==> config.mk <==
export PLATFORM = sky130hd
export DESIGN_NAME = clock_calendar_core
export DESIGN_NICKNAME = d
export VERILOG_FILES = /design/src/rtl/clock_calendar_core.sv
export SDC_FILE = /design/constraint.sdc
export NUM_CORES = 1
export LEC_CHECK = 0
export CAP_MARGIN = 0
export CELL_PAD_IN_SITES_DETAIL_PLACEMENT = 0
export CELL_PAD_IN_SITES_GLOBAL_PLACEMENT = 2
export CORE_MARGIN = 2
export CORE_UTILIZATION = 39
export CTS_CLUSTER_SIZE = 25
export DETAILED_ROUTE_END_ITERATION = 8
export GPL_TIMING_DRIVEN = 0
export PLACE_DENSITY = 0.92
export REMOVE_ABC_BUFFERS = 1
export SYNTH_ARGS = -nofsm -noshare
export SYNTH_HDL_FRONTEND = slang
export SYNTH_SLANG_ARGS = --single-unit
export TNS_END_PERCENT = 20
==> constraint.sdc <==
create_clock -name clk -period 6.2 [get_ports clk]
set_input_delay 1.55 -clock clk [delete_from_list [all_inputs] [get_ports clk]]
set_output_delay 1.55 -clock clk [all_outputs]
set_load 0.01 [all_outputs]
==> src/rtl/clock_calendar_core.sv <==
// Clock/calendar datapath: 1 Hz prescaler, increment-button synchronizer and the
// time/date registers, advanced by the tick in NORMAL or by presses in set modes.
module clock_calendar_core #(
    parameter int CLK_HZ = 50_000_000
) (
    input  logic       clk,
    input  logic       rst,
    input  logic [2:0] state,
    input  logic       inc_button,
    output logic [5:0] sec,
    output logic [5:0] min,
    output logic [4:0] hour,
    output logic [4:0] day,
    output logic [3:0] month,
    output logic [6:0] year,
    output logic       tick_1hz
);
    localparam int            PW      = (CLK_HZ > 1) ? $clog2(CLK_HZ) : 1;
    localparam logic [PW-1:0] PRE_MAX = PW'(CLK_HZ - 1);

    localparam logic [2:0] M_SS = 3'd1;
    localparam logic [2:0] M_MI = 3'd2;
    localparam logic [2:0] M_HH = 3'd3;
    localparam logic [2:0] M_DD = 3'd4;
    localparam logic [2:0] M_MO = 3'd5;
    localparam logic [2:0] M_YY = 3'd6;

    logic [PW-1:0] pre_cnt;
    logic          pre_wrap;
    logic          s1, s2, prev, inc_pulse;
    logic          normal;

    logic [5:0] sec_n, min_n, sec_inc, min_inc;
    logic [4:0] hour_n, day_n, hour_inc, day_inc, dim_cur, dim_mo;
    logic [3:0] month_n, month_inc;
    logic [6:0] year_n, year_inc;

    // Every year divisible by 4 in 2000..2099 is a leap year, so two bits suffice.
    function automatic logic [4:0] days_in(input logic [3:0] m, input logic [1:0] yl);
        case (m)
            4'd4, 4'd6, 4'd9, 4'd11: days_in = 5'd30;
            4'd2:                    days_in = (yl == 2'd0) ? 5'd29 : 5'd28;
            default:                 days_in = 5'd31;
        endcase
    endfunction

    assign pre_wrap  = (pre_cnt == PRE_MAX);
    assign inc_pulse = s2 & ~prev;
    assign normal    = (state == 3'd0) || (state == 3'd7);

    always_ff @(posedge clk or negedge rst) begin
        if (!rst) begin
            pre_cnt  <= '0;
            tick_1hz <= 1'b0;
            s1       <= 1'b0;
            s2       <= 1'b0;
            prev     <= 1'b0;
        end else begin
            pre_cnt  <= pre_wrap ? '0 : pre_cnt + PW'(1);
            tick_1hz <= pre_wrap;
            s1       <= inc_button;
            s2       <= s1;
            prev     <= s2;
        end
    end

    always_comb begin
        sec_n     = sec;
        min_n     = min;
        hour_n    = hour;
        day_n     = day;
        month_n   = month;
        year_n    = year;
        sec_inc   = (sec == 6'd59) ? 6'd0 : sec + 6'd1;
        min_inc   = (min == 6'd59) ? 6'd0 : min + 6'd1;
        hour_inc  = (hour == 5'd23) ? 5'd0 : hour + 5'd1;
        dim_cur   = days_in(month, year[1:0]);
        day_inc   = (day >= dim_cur) ? 5'd1 : day + 5'd1;
        month_inc = (month == 4'd12) ? 4'd1 : month + 4'd1;
        year_inc  = (year == 7'd99) ? 7'd0 : year + 7'd1;
        dim_mo    = days_in(month_inc, year[1:0]);

        if (normal) begin
            // The pre-wrap compare is used here so the field moves on the same
            // edge that raises tick_1hz.
            if (pre_wrap) begin
                sec_n = sec_inc;
                if (sec == 6'd59) begin
                    min_n = min_inc;
                    if (min == 6'd59) begin
                        hour_n = hour_inc;
                        if (hour == 5'd23) begin
                            day_n = day_inc;
                            if (day >= dim_cur) begin
                                month_n = month_inc;
                                if (month == 4'd12)
                                    year_n = year_inc;
                            end
                        end
                    end
                end
            end
        end else if (inc_pulse) begin
            case (state)
                M_SS: sec_n  = sec_inc;
                M_MI: min_n  = min_inc;
                M_HH: hour_n = hour_inc;
                M_DD: day_n  = day_inc;
                M_MO: begin
                    month_n = month_inc;
                    if (day > dim_mo)
                        day_n = dim_mo;
                end
                M_YY: begin
                    year_n = year_inc;
                    if ((month == 4'd2) && (day == 5'd29) && (year_inc[1:0] != 2'd0))
                        day_n = 5'd28;
                end
                default: ;
            endcase
        end
    end

    always_ff @(posedge clk or negedge rst) begin
        if (!rst) begin
            sec   <= 6'd0;
            min   <= 6'd0;
            hour  <= 5'd0;
            day   <= 5'd1;
            month <= 4'd1;
            year  <= 7'd0;
        end else begin
            sec   <= sec_n;
            min   <= min_n;
            hour  <= hour_n;
            day   <= day_n;
            month <= month_n;
            year  <= year_n;
        end
    end
endmodule

-- Word-level counts from Yosys, hierarchy flattened
Cells that the tools add are included.
- add/subtract/negate cells: 7
- equality and inequality tests: 32
- $lt $le $gt $ge: 2
- reductions and logical operators: 21
- muxes and demuxes: 51
- bitwise logic cells: 2
- operators by type and width (kind ; count):
    $mux W5 ; 16
    $mux W7 ; 10
    $mux W6 ; 11
    $mux W4 ; 9
    $add A26 B1 Y26 const B ; 1
    $eq A26 B26 Y1 const B ; 1
    $mux W26 ; 1
    $eq A4 B4 Y1 const B ; 5
    $eq A4 B3 Y1 const B ; 4
    $reduce_and A8 Y1 ; 2
    $pmux W5 S3 ; 1
    $reduce_bool A2 Y1 ; 7
    $add A6 B1 Y6 const B ; 2
    $eq A3 B3 Y1 const B ; 4
    $eq A6 B6 Y1 const B ; 2
    $add A5 B1 Y5 const B ; 2
    $eq A5 B5 Y1 const B ; 2
    $ne A2 B1 Y1 const B ; 5
    $eq A4 B2 Y1 const B ; 2
    $pmux W2 S2 ; 2
    $reduce_or A4 Y1 ; 2
    $add A7 B1 Y7 const B ; 1
    $eq A7 B7 Y1 const B ; 1
    $reduce_and A7 Y1 ; 1
    other kinds (18) ; 21
- output and inout port bits: 34
- flip-flop bits (word level): 63

-- Logic depth before layout (Yosys ltp)
Gate-level depths: netlist of the first run.
- word-level depth: 10
- mapped depth: 13
- mapped depth without buffers: 13

-- Worst setup path after synthesis of the first run
OpenSTA, ideal clock, no wires.
- path kind: input to register
- start: input state[1]
- end: register year[2]
- required time: 6.072 ns
- arrival time: 3.444 ns
- slack: 2.629 ns
- stages on the path: 7
- cell sequence: clkbuf_1 > or3_1 > a2111oi_4 > and4_1 > o211ai_2 > nor2_1 > mux2_1
- cells in the longest elaborated chain, start to end: 4
- elaborated cells on any way between the ends: 14
- those cells by class: eq/ne: 8; mux: 1; reduce/logical: 5
- RTL lines (what ; RTL line ; RTL):
    from (decl) ; 8 ; input logic [2:0] state,
    $eq A3 B3 Y1 or $logic_not A3 Y1 (tied branches) ; 49 ; assign normal = (state == 3'd0) || (state == 3'd7);
    $logic_or A1 B1 Y1 ; 49 ;
    $ne A2 B1 Y1 (no source line), or another cell as far along ; n/a ;
    $reduce_and A8 Y1 (no source line) ; n/a ;
    to (signal assigned) ; 138 ; year <= year_n;
    to (decl) ; 15 ; output logic [6:0] year,
Parallel ways exist; a longest one is shown, timed or not.
A chain may end at the register's enable or synchronous reset.

-- Worst setup path in the final report of the first run
- start: input state[0]
- end: register year[2]
Same word-level chain as after synthesis.

==> out/metrics.yaml, run 1 <==
wl_um: 7240
syn_inst: 367
grt_pass1_wl_um: 12800
firstDrtPassIters: 4
dp_hpwl_um: 5110
slowest_stage: "clkdlybuf4s50_1"
clock-sinks: 63
netlist_area_um2: 3560
powerDensity_nw_per_um2: 329
path_clk_slew_ns: 0.08
crit_family: "simple AND/OR/NAND/NOR gates"
p_leak_nw: 1.84
hold_slack_ns: 0.364
grtUsageTotal_pct: 15.6
holdBufCountCts: 0
max_freq_mhz: 240
cts-root-buf: "clkbuf_8"
synth_enable_flop_cells: 0
grtUsageMet2_pct: 24.0
boundaryPins: 40
fin_skew_ns: 0.0107
drive_gt1_share_pct: 9.18
grt_max_degree: 64
maxCapViolCount: 0
use_met1_pct: 22.6
synthDistinctLibCells: 55
critical_path_class: "in -> reg"
start_kind: "primary input"
port_buffers: 39
maxSlewHeadroom_pct: 46.4
min_period_over_period_pct: 67.3
std_cell_rows: 34
hp-class: "reg -> reg"
die-area_um2: 9920
die_x_um: 99.6
grt_overflow: 0
fin_tns_setup_ns: 0
htreeDepth: 3
post_cts_buffers: 0
start_util_pct: 40.5
routed_via_density: 5.28
drtAntennaViolNets: 0
crit_buf_inv: 1
core_region_area_um2: 8810
cts_tree: "done"
cp.arrival_ns: 4.39
rrSetupSlack_ns: 2.93
crit_path_end_kind: "flop"
synth-seq-cells: 63
ys.flop_type: "dfrtp_1"
ys_async_sr_fraction_pct: 100
drcViolationCount: 0
finalHoldViolCount: 0
path_max_fanout: 16
nNetsFinal: 433
clock_path_buffers: 2
peakVddDrop_mv: 0.161
synthToLayoutAreaGrowth_pct: 20.7
post_cts_resized: 0
cts_made_buffers: 9
n_fill_cell: 804
synth_area_per_cell_um2: 9.71
period_needed_ns: 4.17
yosysSeqAreaShare_pct: 44.3
status: "complete, no violations"
yosysWarnings: 0
final_max_slew_viol_count: 0
worst_slew_pin_slew_ns: 0.803
worstPathRequired_ns: 6.42
diodes: 0
met3_usage_pct: 2.95
max_stage_delay_ns: 0.70
antenna_found_initial: 0
clk_latency_ns: 0.33
die_h_um: 99.6
setup_viol: 0
fin_util_pct: 48.8
busiest_layer: "met2"
cp_cell_sequence: "clkdlybuf4s50_1 -> or3_1 -> a2111oi_4 -> and4_1 -> o211ai_2 -> nor2_1 -> mux2_1"
grt_pass1_vias: 2658
rsz0062_at_grt: "no"
vias: 2757
drt_iter0_drc: 109
wl_per_cell_um: 13.9
finalWeightedCongestion: 0.802
-- stage by stage --
stage	total power, W	cells	worst slack [ns]	area, um2
6_report	0.00142	522	2.03	4300
5_1_grt	0.00152	522	1.79	4300
4_1_cts	0.00143	522	2.04	4300
3_5_place_dp	0.000992	506	1.69	4060
3_3_place_gp	0.000983	506	1.36	4060
2_1_floorplan	0.000805	359	2.75	3530
-- cell families after synthesis --
| group | synth area share (%) |
|---|---|
| flops | 44.3 |
| mux | 3.76 |
| fa+ha+maj | 6.32 |
| buf+inv | 2.25 |
| compound gates | 12.7 |
| simple gates | 24.1 |
| xor+xnor | 6.64 |
-- final cells by class --
type	instances	area [um2]	area share [%]
Timing Repair Buffer	39	388	9.02
Multi-Input combinational cell	283	1900	44.3
Tap cell	108	135	3.14
Clock inverter	5	105	2.44
Clock buffer	11	141	3.29
Inverter	13	48.8	1.13
Sequential cell	63	1580	36.7
-- cell usage after synthesis, types with 2 or more instances --
master / count / share of area (%)
dfrtp_1: 61 / 43
nor2_1: 38 / 4.0
nand2_1: 34 / 3.6
nand3_1: 26 / 3.7
o21ai_0: 20 / 2.8
ha_1: 18 / 6.3
xor2_1: 17 / 4.2
inv_1: 13 / 1.4
a21oi_1: 11 / 1.5
xnor2_1: 10 / 2.5
mux2_2: 8 / 2.5
nor2b_1: 8 / 1.4
nor3_1: 8 / 1.1
o31ai_1: 8 / 1.7
clkbuf_1: 7 / 0.74
and3_1: 6 / 1.1
nand4_1: 6 / 1.1
nand2b_1: 5 / 0.88
a21o_1: 4 / 0.84
nor4b_1: 4 / 0.98
and4_1: 3 / 0.74
and4b_1: 3 / 0.84
mux2_1: 3 / 0.95
nor4_1: 3 / 0.53
or3_1: 3 / 0.53
a21oi_2: 2 / 0.49
a31oi_1: 2 / 0.35
dfstp_2: 2 / 1.5
nand3b_1: 2 / 0.42
nor3b_1: 2 / 0.42
o211ai_1: 2 / 0.42
o22ai_1: 2 / 0.35
o32ai_1: 2 / 0.49
or2_2: 2 / 0.35
or4_1: 2 / 0.42
-- report_power, final --
part / switching, W / leakage (nW) / total [W] / internal (W)
clock network: 0.000160 / 0.116 / 0.000438 / 0.000278
logic: 0.000208 / 0.906 / 0.000428 / 0.000220
registers: 0.0000831 / 0.820 / 0.000550 / 0.000467
total: 0.000451 / 1.84 / 0.00142 / 0.000965
-- layout by cell type (no fill, tap or decap), drive strengths merged, types with 6 or more instances in the layout --
cell           synthesis  layout
nand3                 26      26
dfrtp                 61      61
nand4                  6       6
inv                   13      13
nand2                 34      34
ha                    18      18
mux2                  11      11
clkdlybuf4s50          0      38
clkbuf                 8      11
nor3                  10      10
nor2b                  8       8
a21oi                 13      13
xnor2                 10      10
xor2                  17      17
o21ai                 20      20
nor2                  38      38
and3                   6       6
o31ai                  8       8
-- layer usage --
layer / part of all wire, % / vias to the layer above
met1: 51 / 1318
met4: 0.99 / 0
met3: 2.5 / 7
met5: 0 / -
met2: 46 / 30
li1: - / 1402
-- path summary, 6_finish.rpt --
kind / endpoint / startpoint / cells after the start
min in group asynchronous: day[2] / rst / 1
worst min-delay path: s2 / s1 / 0
worst max-delay path: year[2] / state[0] / 7
max in group asynchronous: pre_cnt[13] / rst / 1
worst min register to register: s2 / s1 / 0
worst max register to register: month[1] / month[0] / 11
-- flip-flops by register name (all words and copies together), names as in the netlist --
signal / flops
pre_cnt: 26
year: 7
min: 6
sec: 6
day: 5
hour: 5
month: 4
prev: 1
s1: 1
s2: 1
tick_1hz: 1
Note: power is estimated with default switching activity, not from simulation.
==> run 2: changes to the inputs <==
CORE_UTILIZATION = 36   (was 39)
PLACE_DENSITY = 0.86   (was 0.92)
clock period = 4.3 ns   (was 6.2 ns; I/O delays follow)
==> run 2 against run 1 <==
  * Clock-buffer cell count increased by 3
  * Total power rose by 44%
  * Clock power is 40% higher
  * Critical path type unchanged
==> out/metrics.yaml, run 2 (synthesis results as in run 1) <==
post_cts_buffers: 0  # unchanged
regMostFlops: "pre_cnt"
max_freq_mhz: 274
path_max_fanout: 16  # unchanged
grtUsageTotal_pct: 15.1  # -0.54 points
slowest_stage: "clkdlybuf4s50_1"
dp_hpwl_um: 5170  # +1.2%
diodes: 0  # unchanged
final_max_slew_viol_count: 0  # unchanged
crit_path_end_kind: "flop"
hp-class: "reg -> reg"
finalPower_w: 0.00203  # +44%
p_leak_nw: 1.85  # +0.39%
path_clk_slew_ns: 0.07  # about the same
maxSlewHeadroom_pct: 46.7  # +0.21 points
clk_latency_ns: 0.34  # about the same
firstDrtPassIters: 4  # unchanged
finalWeightedCongestion: 0.764  # -4.7%
grt_max_degree: 64  # unchanged
setup_ws_ns: 0.647  # -1.38 ns
die_h_um: 103  # +3.9%
max_stage_delay_ns: 0.71  # about the same
cp.arrival_ns: 3.88  # -0.51 ns
status: "complete, no violations"
fin_tns_setup_ns: 0  # unchanged
htreeDepth: 3  # unchanged
nNetsFinal: 433  # unchanged
holdBufCountCts: 0  # unchanged
crit_family: "simple AND/OR/NAND/NOR gates"
boundaryPins: 40  # unchanged
wl_per_cell_um: 13.4  # -3.4%
busiest_layer: "met2"
grt_overflow: 0  # unchanged
port_buffers: 39  # unchanged
core_region_area_um2: 9680  # +10%
peakVddDrop_mv: 0.234  # +46%
pwr-share-clk_pct: 30.2  # -0.7 points
powerDensity_nw_per_um2: 470  # +43%
post_cts_resized: 0  # unchanged
drtAntennaViolNets: 0  # unchanged
layout.cells.most_common_list: "dfrtp_1, nor2_1, clkdlybuf4s50_1"
p_sw_w: 0.000653  # +45%
worst_slew_pin_slew_ns: 0.800  # -0.00322 ns
drt_iter0_drc: 66  # -39%
hold_slack_ns: 0.377  # +0.0127 ns
die-area_um2: 10700  # +8.0%
final_area_um2: 4330  # +0.64%
wl_um: 7320  # +1.2%
drive_gt1_share_pct: 9.18  # unchanged
grtUsageMet2_pct: 22.5  # -1.5 points
combPwrFrac_pct: 30.7  # +0.5 points
vias: 2819  # +2.2%
crit_buf_inv: 1  # unchanged
clock_path_buffers: 2  # unchanged
cts-root-buf: "clkbuf_8"
die_x_um: 103  # +3.9%
use_met1_pct: 21.2  # -1.4 points
std_cell_rows: 36  # +5.9%
cts_tree: "done"
critical_path_class: "in -> reg"
finalHoldViolCount: 0  # unchanged
cp_cell_sequence: "clkdlybuf4s50_1 -> or3_1 -> a2111oi_4 -> and4_1 -> o211ai_2 -> nor2_1 -> mux2_1"
antenna_found_initial: 0  # unchanged
grt_pass1_wl_um: 12600  # -1.1%
start_util_pct: 36.8  # -3.7 points
worstPathRequired_ns: 4.52  # -1.90 ns
placed_area_um2: 4090  # +0.77%
period_needed_ns: 3.65
switching_share_pct: 32.1  # +0.26 points
internal_power_w: 0.00138  # +43%
min_period_over_period_pct: 85.0
drcViolationCount: 0  # unchanged
rsz0062_at_grt: "no"
p_seq_share_pct: 39.1  # +0.3 points
top_regs: "pre_cnt: 26 flops, year: 7 flops"
setup_viol: 0  # unchanged
place_ws_ns: 0.280  # -1.41 ns
start_kind: "primary input"
routed_via_density: 5.15  # -2.4%
largest_reg_flops: 26  # unchanged
fin_skew_ns: 0.00983  # -0.000912 ns
maxCapViolCount: 0  # unchanged
layout.cells.most_common: "dfrtp_1"
clock-sinks: 63  # unchanged
met3_usage_pct: 3.23  # +0.27 points
cts_made_buffers: 9  # unchanged
grt_pass1_vias: 2695  # +1.4%
synthToLayoutAreaGrowth_pct: 21.5
==> run 2: path summary, 6_finish.rpt <==
kind,startpoint,endpoint,slack (ns),cells after the start
min,s1,s2,0.38,0
max in group asynchronous,rst,min[5],2.95,1
min in group asynchronous,rst,pre_cnt[24],0.83,1
max,state[0],year[2],0.65,7
min reg2reg,s1,s2,0.38,0
max reg2reg,month[0],day[0],0.96,12
==> run 2: power groups by stage <==
stage               clock network, W  logic, W  registers (W)
floorplan                          0  0.000345       0.000816
finish                      0.000614  0.000624       0.000796
global route                0.000666  0.000712       0.000814
global placement                   0  0.000620       0.000804
CTS                         0.000631  0.000634       0.000798
detailed placement                 0  0.000631       0.000809
==> run 2: layout make-up <==
class	instances	area, um2
fillers	967	5360
multi-input cells	283	1900
flip-flops and latches	63	1580
repair buffers	39	388
clock buffers	14	183
well taps	133	166
clock inverters	2	60.1
inverters	13	48.8
==> run 2: per-layer routing <==
layer | vias up | part of all wire, %
li1 | 1406 | -
met1 | 1365 | 49
met2 | 41 | 46
met3 | 7 | 3.4
met4 | 0 | 1.4
met5 | - | 0
==> run 2: through the flow <==
step,util (%),cells
2_1_floorplan,-,359
3_3_place_gp,42.2,531
3_5_place_dp,42.2,531
4_1_cts,44.7,547
5_1_grt,44.7,547
6_report,44.7,547
==> run 3: changes to the inputs <==
clock period = 3.8 ns   (was 4.3 ns; I/O delays follow)
==> results of run 3 <==
Same layout as run 2 (identical final DEF). Status: complete, no violations.
Main changes from that run: setup slack after placement 0.280 ns -> -0.0952 ns; setup slack after layout 0.647 ns -> 0.272 ns; register-to-register setup slack 0.96 ns -> 0.46 ns; total power 0.00203 W -> 0.00230 W; worst IR drop on VDD 0.234 mV -> 0.265 mV
